### src/rtl/base_acredit_snk_pkg.sv
// Shared helpers for the credit-flow receive buffer.
package base_acredit_snk_pkg;

  // Modulo-n pointer increment; n need not be a power of two.
  function automatic logic [31:0] ptr_inc(input logic [31:0] p, input int unsigned n);
    return (p == 32'(n - 1)) ? 32'd0 : p + 32'd1;
  endfunction

endpackage

### src/rtl/base_acredit_snk_mem.sv
// Register-file storage: one synchronous write port, one combinational read port.
module base_acredit_snk_mem #(
  parameter int depth     = 1,
  parameter int width     = 1,
  parameter int log_depth = 1
) (
  input  logic                 clk,
  input  logic                 we,
  input  logic [log_depth-1:0] waddr,
  input  logic [width-1:0]     wdata,
  input  logic [log_depth-1:0] raddr,
  output logic [width-1:0]     rdata
);

  logic [width-1:0] mem [depth];

  // Contents are deliberately not reset; occupancy tracking makes them don't-care.
  always_ff @(posedge clk) begin
    if (we) mem[waddr] <= wdata;
  end

  assign rdata = mem[raddr];

endmodule

### src/rtl/base_acredit_snk.sv
// Credit-flow sink: buffers valid-only beats, hands them to a valid/ready
// consumer and returns one registered credit pulse per beat taken.
module base_acredit_snk
  import base_acredit_snk_pkg::*;
#(
  parameter int credits     = 1,
  parameter int width       = 1,
  parameter int log_credits = $clog2(credits + 1),
  parameter int log_depth   = ($clog2(credits) > 0 ? $clog2(credits) : 1)
) (
  input  logic             clk,
  input  logic             reset,
  input  logic             i_v,
  input  logic [width-1:0] i_d,
  output logic             o_c,
  input  logic             o_r,
  output logic             o_v,
  output logic [width-1:0] o_d,
  output logic             o_err
);

  logic [log_credits-1:0] count;
  logic [log_depth-1:0]   rptr;
  logic [log_depth-1:0]   wptr;
  logic                   full;
  logic                   enq;
  logic                   deq;

  assign o_v  = (count != '0);
  assign full = (count == log_credits'(credits));
  assign deq  = o_v & o_r;
  // A simultaneous dequeue frees the slot, so a full buffer can still accept.
  assign enq  = i_v & (~full | deq);

  always_ff @(posedge clk) begin
    if (reset) begin
      count <= '0;
      rptr  <= '0;
      wptr  <= '0;
      o_c   <= 1'b0;
      o_err <= 1'b0;
    end else begin
      o_c <= deq;
      if (enq) wptr <= log_depth'(ptr_inc(32'(wptr), credits));
      if (deq) rptr <= log_depth'(ptr_inc(32'(rptr), credits));
      if (enq && !deq)      count <= count + 1'b1;
      else if (deq && !enq) count <= count - 1'b1;
      if (i_v && full && !deq) o_err <= 1'b1;
    end
  end

  base_acredit_snk_mem #(
    .depth    (credits),
    .width    (width),
    .log_depth(log_depth)
  ) u_mem (
    .clk  (clk),
    .we   (enq),
    .waddr(wptr),
    .wdata(i_d),
    .raddr(rptr),
    .rdata(o_d)
  );

endmodule

### config.mk
export PLATFORM = sky130hd
export DESIGN_NAME = base_acredit_snk
export DESIGN_NICKNAME = d
export VERILOG_FILES = /design/src/rtl/base_acredit_snk_pkg.sv /design/src/rtl/base_acredit_snk_mem.sv /design/src/rtl/base_acredit_snk.sv
export SDC_FILE = /design/constraint.sdc
export NUM_CORES = 1
export LEC_CHECK = 0
export ABC_AREA = 1
export CAP_MARGIN = 20
export CORE_AREA = 4 4 41 43
export DETAILED_ROUTE_END_ITERATION = 8
export DIE_AREA = 0 0 45 47
export GPL_TIMING_DRIVEN = 0
export PLACE_DENSITY = 0.33
export SYNTH_ARGS = -nofsm -noshare
export SYNTH_HDL_FRONTEND = slang
export SYNTH_SLANG_ARGS = --single-unit
### constraint.sdc
create_clock -name clk -period 0.8 [get_ports clk]
set_input_delay 0.16 -clock clk [delete_from_list [all_inputs] [get_ports clk]]
set_output_delay 0.16 -clock clk [all_outputs]
set_load 0.01 [all_outputs]
## Word-level counts from Yosys, hierarchy flattened

Memory sizes are Yosys's and may differ from the RTL's.
Index checks and enable logic that the tools add are counted.

- Output and inout bits: 4
- Bits in registers: 3
- Input port bits: 5
- Memories kept: 1
- Word-level logic and storage cells: 21
- Memory bits (writable): 1

- Reduce and logical (&&, ||, !) cells: 7
- Bitwise gates (word level): 4
- Mux-type cells: 4
- Add/sub/neg operators: 2

Memory list:

| name | depth | width | read ports | clocked after Yosys merged registers in | wr ports | RTL line | RTL |
|---|---|---|---|---|---|---|---|
| u_mem.mem | 1 | 1 | 1 | 0 | 1 | base_acredit_snk_mem.sv:15 | `logic [width-1:0] mem [depth];` |

Operator list:

| operator | number |
|---|---|
| $logic_and 1x1->1 | 4 |
| $mux 1 | 4 |
| $and 1x1->1 | 2 |
| $logic_not 1->1 | 2 |
| $reduce_bool 2->1 | 1 |
| $add 1x1->1 const B | 1 |
| $not 1->1 | 1 |
| $or 1x1->1 | 1 |
| $sub 1x1->1 const B | 1 |

## Longest topological paths before layout

Gate-level depths: netlist (run 1).

- Depth after elaboration: 7
- Depth in mapped cells: 3
- Gate-level depth less buffers: 3

## Cells and area by module

A second synthesis (run 1) with hierarchy kept.

- Cell total of the unflattened synthesis: 15
- Area total of the unflattened synthesis: 140.1 um^2

Modules (own cells, without submodules):

| module | times used | area an instance (um^2) | cells an instance |
|---|---|---|---|
| base_acredit_snk | 1 | 110.1 | 14 |
| base_acredit_snk_mem | 1 | 30.0 | 1 |

## Least setup slack after synthesis (run 1)

OpenSTA, ideal clock, no wires.

- Path type: register to register
- Start: register count (netlist: o_v)
- End: memory u_mem.mem[0] (enable)
- Cell stages (with the launch flop): 2
- Buffers on the path: 0
- Arrival: 499 ps
- Setup time: 304 ps
- Required time: 496 ps
- Setup slack: -3 ps
- Cells stage by stage: dfxtp_1 > a21oi_1

- Cells in the longest elaborated chain, start to end: 5

Ends and longest elaborated chain:

| item | RTL line | RTL |
|---|---|---|
| from (decl) | base_acredit_snk.sv:22 | `logic [log_credits-1:0] count;` |
| from (signal assigned) | base_acredit_snk.sv:46 | `if (enq && !deq) count <= count + 1'b1;` |
| from (signal assigned) | base_acredit_snk.sv:47 | `else if (deq && !enq) count <= count - 1'b1;` |
| $and 1x1->1 or $not 1->1 (tied branches) | base_acredit_snk.sv:31, base_acredit_snk.sv:33 |  |
| $or 1x1->1 * | base_acredit_snk.sv:33 | `assign enq = i_v & (~full \| deq);` |
| $and 1x1->1 * | base_acredit_snk.sv:33 |  |
| net enq | base_acredit_snk.sv:26 | `logic enq;` |
| $mux 1 * | base_acredit_snk_mem.sv:19 | `if (we) mem[waddr] <= wdata;` |
| $mux 1 (implied by the code) * | base_acredit_snk_mem.sv:19 |  |
| to (decl) | base_acredit_snk_mem.sv:15 |  |

The timed path passes the listed nets; every way through them passes the cells marked *.

## Worst setup path in the final report (run 1)

- Start: memory u_mem.mem[0]
- End: output port o_d

- Cells in the longest elaborated chain, start to end: 1

Ends and longest elaborated chain:

| item | RTL line | RTL |
|---|---|---|
| $mem_v2 1x1 | -- |  |
| to (decl) | base_acredit_snk.sv:18 | `output logic [width-1:0] o_d,` |

Every way passes these cells.

==> summary.md, run 1 <==
| Metric | Value |
|---|---|
| Status | `complete, but fails checks` |
| Failing checks | `negative setup slack` |
| Fin crit share | `1.12` |
| Startpoint Class | `flop` |
| Number of global-route vias before repair | `145` |
| Clk sinks | `4` |
| Synth top area share | `0.440` |
| Initial antenna violation count | `0` |
| Largest family of logic cells by synthesized area | `compound AO/OA/AOI/OAI gates` |
| H-tree level count | `1` |
| Antenna cells | `0` |
| Multiplexer share of the synthesized area | `0` |
| IO Port Bufs | `8` |
| Worst setup path category | `reg -> out` |
| Post-synthesis compound-gate area fraction | `0.138` |
| Ports | `9` |
| Ys flop type | `dfxtp_1` |
| Top cells by instance count after synthesis | `3 x dfxtp_1, 3 x inv_1, 2 x a21oi_1, 2 x nand2_1` |
| Die area | `2120 um2` |
| Via Count | `141` |
| Netlist cell types | `8` |
| Setup ws final | `-0.0922 ns` |
| Post-synthesis async set-or-reset flop share | `0` |
| Leak Pwr | `between 0.1 and 0.15 nW` |
| First-pass GRT wire length | `a little under 600 um` |
| Core area | `about 1300 um2` |
| Clock slew at reported path FFs | `around 0.05 ns` |
| P per Cell Area | `just under 2000 nW/um2` |
| Largest net degree at the start of global routing | `4` |
| Vias per std cell | `3.28` |
| Switching Share | `0.234` |
| Worst-Skew Late Latency | `0.24 ns` |
| Synth warn | `0` |
| Critical path capture point type | `output port` |
| DR pass1 iterations | `1` |
| Antenna Nets Post-Route | `0` |
| Yosys reg bits | `4` |
| VDD IR-drop max | `0.499 mV` |
| Clock Tree Buf Depth | `2` |
| Ranking of synthesized cells by area | `dfxtp_1 44%, edfxtp_1 22%, inv_1 8.3%` |
| Max cap viols | `0` |
| Count of buffer and inverter cells on the critical path | `1` |
| Slew @ Worst Pin | `roughly 0.15 ns` |
| Tot GR Track Use | `0.0475` |
| Seq/Total Area, Yosys | `0.661` |
| Synth area leader | `dfxtp_1` |
| Tot Pwr | `0.000596 W` |
| Skew final | `0.00697 ns` |
| 1st-iter DRT viols | `0` |
| Fmax | `between 1 and 1.5 GHz` |
| CP Data Arrival Time | `0.73 ns` |
| TritonCTS clock tree | `done` |
| Internal Power | `0.000456 W` |
| Switching power | `roughly 0.00014 W` |
| Starting density of the core | `0.105` |
| Nets | `34` |
| DRC viols | `0` |
| Top delay family on crit path | `flip-flops` |
| Clk root buf | `clkbuf_4` |
| Area growth syn-to-layout | `123%` |
| Biggest cell delay along the critical path | `0.35 ns` |
| Crit-path cells | `buf_2` |
| XOR/XNOR Fraction of Synth Area | `0` |
| Mapped Cells | `14` |
| Post-synthesis net count | `19` |
| FF-to-FF setup slack | `-0.04 ns` |
| Max transition margin | `0.900` |
| Num CTS Buffers | `3` |
| WL final | `393 um` |
| Synth Area in Adders | `0` |
| Hold Crit Class | `in -> reg` |
| Syn Std Cell Area | `around 140 um2` |
| Clock network fraction of design power | `0.481` |
| Final hold violations | `0` |
| Die extent in x | `45 um` |
| Final RePlAce weighted congestion | `0.587` |
| Global route overflow | `0` |
| Wirelength per Cell | `a little over 9 um` |
| Crit Path Max Fanout | `1` |
| Dpl hpwl | `256 um` |
| Final slew viol count | `0` |
| Final Setup Violations | `5` |
| Row cnt | `13` |
| Flop pwr share | `0.379` |
| Crit path time final | `0.892 ns` |
| Combinational share of power | `0.140` |
| Syn Area/Cell | `between 9 and 10 um2` |
| Slowest CP cell | `edfxtp_1` |
| Simple-Gate Fraction of Synth Area | `0.119` |
| Final core utilization | `0.234` |
| RSZ-0062 raised after global routing | `true` |
| Critical Path RT | `approximately 0.64 ns` |
| Die height | `47 um` |
| Fraction of layout cells with a size suffix above 1 | `0.643` |
| EDFF count, synth | `1` |
sequential cells by signal, summed over array words and instances (netlist names):
name	count
o_err	1
o_c	1
o_v	1
u_mem.mem	1
timing repair:
action / in CTS / in global routing
buffers inserted: 2 / 0
gates resized for setup: 25 / 7
endpoints found under the hold margin: 0 / 0
pin swaps: 1 / 3
hold buffers: 0 / 0
setup endpoints to repair: 5 / 7
cloned: 0 / 0
metal layers:
metal / share of wire / global-route usage
met5: 0 / 0
met3: 0.17 / 0.0383
met4: 0 / 0.0702
met2: 0.44 / 0.0537
met1: 0.39 / 0.0434
logic make-up (layout without fill, tap and decap cells):
kind of cell	count (synthesis)	in the layout
simple gates	4	4
buf+inv	3	17
flops	4	4
compound gates	3	3
layout make-up:
cell class	count	area, um2
fill	153	997
timing repair buffer	10	98.8
sequential	4	93.8
multi-input combinational	7	55.1
clock buffer	4	26.3
tap	15	18.8
inverter	3	11.3
power groups by stage:
stage	registers, W	clock network (W)	logic [W]
2_1_floorplan	0.000233	0	0.0000125
3_3_place_gp	0.000228	0	0.0000611
3_5_place_dp	0.000228	0	0.0000614
4_1_cts	0.000224	0.000313	0.0000696
5_1_grt	0.000227	0.000324	0.0000903
6_report	0.000226	0.000286	0.0000835
cell usage in the layout, fill, tap and decap left out:
cell type,count
clkbuf_4,3
a21oi_2,3
clkbuf_1,1
nand2_4,1
clkdlybuf4s50_1,2
dfxtp_2,3
buf_6,5
nand2_1,1
nor2_1,1
inv_1,2
dlygate4sd2_1,2
edfxtp_1,1
buf_2,1
nand3_2,1
inv_2,1
tightest hold or removal path, cell delays in order:
cell and delay, ns:
dlygate4sd2_1 0.25, nand2_1 0.06, nor2_1 0.03
path summary, 6_finish.rpt:
check                     from  depth (start not counted)      endpoint
setup / recovery  u_mem.mem[0]                          1           o_d
hold / removal             o_r                          3           o_c
setup reg to reg           o_v                          2  u_mem.mem[0]
hold reg to reg          o_err                          2         o_err
stage by stage:
stage                     cells  hold slack, ns  instance area, um2  setup TNS [ns]  setup slack, ns
final                        43           0.312                 304          -0.203          -0.0922
after global routing         43           0.327                 304          -0.407           -0.140
after global placement       37           0.453                 235           -1.59           -0.375
after CTS                    43           0.309                 275          -0.301           -0.114
after floorplan              14           0.222                 136               0           0.0145
after detailed placement     37           0.453                 235           -1.64           -0.381
No activity file was read; power rests on OpenSTA's default activity.
==> inputs of run 2 (changes only) <==
--- a/config.mk
+++ b/config.mk
@@ -12,6 +12,7 @@
 export DIE_AREA = 0 0 45 47
 export GPL_TIMING_DRIVEN = 0
 export PLACE_DENSITY = 0.33
+export REMOVE_ABC_BUFFERS = 1
 export SYNTH_ARGS = -nofsm -noshare
 export SYNTH_HDL_FRONTEND = slang
 export SYNTH_SLANG_ARGS = --single-unit
==> run 2 against run 1 <==
The run still ends with negative setup slack left. Critical endpoint unchanged. Sequential cell count stayed put. Sequential power hardly changed. Setup slack better by 0.0011 ns. Die area stayed put. Highest routed layer unchanged. Via count is 5.0% lower. Worst hold slack better by 0.016 ns.
==> summary.md, run 2 (same netlist as run 1, synthesis figures left out) <==
| Metric | Value |
|---|---|
| Status | `complete, but fails checks` |
| Failing checks | `negative setup slack` |
| DP Area | `between 200 and 250 um2` |
| Tot Pwr | `0.000570 W` |
| WL final | `344 um` |
| Worst-Skew Late Latency | `~0.24 ns` |
| RSZ-0062 raised after global routing | `true` |
| H-tree level count | `1` |
| Crit Path Max Fanout | `1` |
| Final Setup Violations | `4` |
| Area growth syn-to-layout | `90.8%` |
| Row cnt | `13` |
| Core area | `1300 um2` |
| Leak Pwr | `0.110 nW` |
| Starting density of the core | `0.105` |
| Die extent in x | `45 um` |
| Max transition margin | `0.915` |
| Wirelength per Cell | `8.39 um` |
| Antenna cells | `0` |
| Clock Tree Buf Depth | `2` |
| Final slew viol count | `0` |
| Clk sinks | `4` |
| Skew final | `0.00578 ns` |
| Slowest CP cell | `edfxtp_1` |
| Final hold violations | `0` |
| Initial antenna violation count | `0` |
| Commonest non-fill, non-tap cell in the layout | `clkbuf_4` |
| First-pass GRT wire length | `531 um` |
| Largest net degree at the start of global routing | `6` |
| Critical Path RT | `0.64 ns` |
| Biggest cell delay along the critical path | `0.35 ns` |
| Fmax | `between 1 and 1.5 GHz` |
| Crit-path cells | `buf_2` |
| Vias per std cell | `3.27` |
| Fraction of layout cells with a size suffix above 1 | `0.500` |
| DRC viols | `0` |
| Multi-input combinational cell area | `38.8 um2` |
| Hold Buf Count CTS | `0` |
| P per Cell Area | `approximately 2200 nW/um2` |
| Global route overflow | `0` |
| Setup Buffers After CTS | `0` |
| Number of global-route vias before repair | `roughly 140` |
| Max cap viols | `0` |
| Fillers | `approximately 160` |
| Count of buffer and inverter cells on the critical path | `1` |
| CP Data Arrival Time | `roughly 0.73 ns` |
| Nets | `32` |
| Final RePlAce weighted congestion | `between 0.5 and 0.6` |
| Clock slew at reported path FFs | `0.05 ns` |
| Final core utilization | `0.200` |
| Crit path time final | `0.891 ns` |
| DR pass1 iterations | `1` |
| Num CTS Buffers | `3` |
| TritonCTS clock tree | `done` |
| Hold Crit Class | `in -> reg` |
| Critical path capture point type | `output port` |
| Dpl hpwl | `246 um` |
| IO Port Bufs | `8` |
| Clk root buf | `clkbuf_4` |
| Slew @ Worst Pin | `0.127 ns` |
| Antenna Nets Post-Route | `0` |
| Setup ws final | `-0.0911 ns` |
| Die area | `2120 um2` |
| VDD IR-drop max | `0.464 mV` |
| Via Count | `134` |
| Top delay family on crit path | `flip-flops` |
| 1st-iter DRT viols | `0` |
| Worst setup path category | `reg -> out` |
| Post-route design area | `260 um2` |
| Fin crit share | `1.11` |
| Tot GR Track Use | `0.0419` |
| Die height | `47 um` |
| Ports | `9` |
| Storage cell area | `95.1 um2` |
| Startpoint Class | `flop` |
## run 2: changes by cell type in the layout (fill, tap and decap cells not counted), sizes merged
| cell | before | now |
|---|---|---|
| buf | 6 | 4 |
## run 2: stage by stage
stage / setup TNS (ns) / hold WS, ns / setup WS [ns] / instances
floorplan: -0.00284 / 0.222 / -0.00284 / 14
global placement: -1.57 / 0.453 / -0.357 / 37
detailed placement: -1.62 / 0.453 / -0.364 / 37
CTS: -0.257 / 0.319 / -0.111 / 41
global route: -0.322 / 0.341 / -0.135 / 41
finish: -0.190 / 0.328 / -0.0911 / 41
## run 2: final timing paths
path | start | end | slack (ns) | cells after the start
worst max-delay path | u_mem.mem[0] | o_d | -0.09 | 1
worst max register to register | o_v | u_mem.mem[0] | 0.02 | 1
worst min-delay path | o_r | o_c | 0.33 | 3
worst min register to register | o_err | o_err | 0.46 | 2
## run 2: layout make-up
type,instances,share of cell area
Clock buffer,4,0.101
Inverter,3,0.0433
Multi-Input combinational cell,7,0.149
Timing Repair Buffer,8,0.269
Sequential cell,4,0.365
Tap cell,15,0.0721
## run 2: routing by layer
layer  share of wire  global-route usage
met2            0.33              0.0367
met3            0.20              0.0383
met1            0.46              0.0479
met5               0                   0
met4               0              0.0526
## run 2: where the power goes
group	internal (W)	switching [W]	total (W)
Sequential	0.000218	0.00000723	0.000225
Combinational	0.0000326	0.0000245	0.0000572
Clock	0.000188	0.0000987	0.000287
## run 2: what timing repair did
item,CTS,global route
setup endpoints to repair,5,4
pin swaps,0,0
resized for setup,26,0
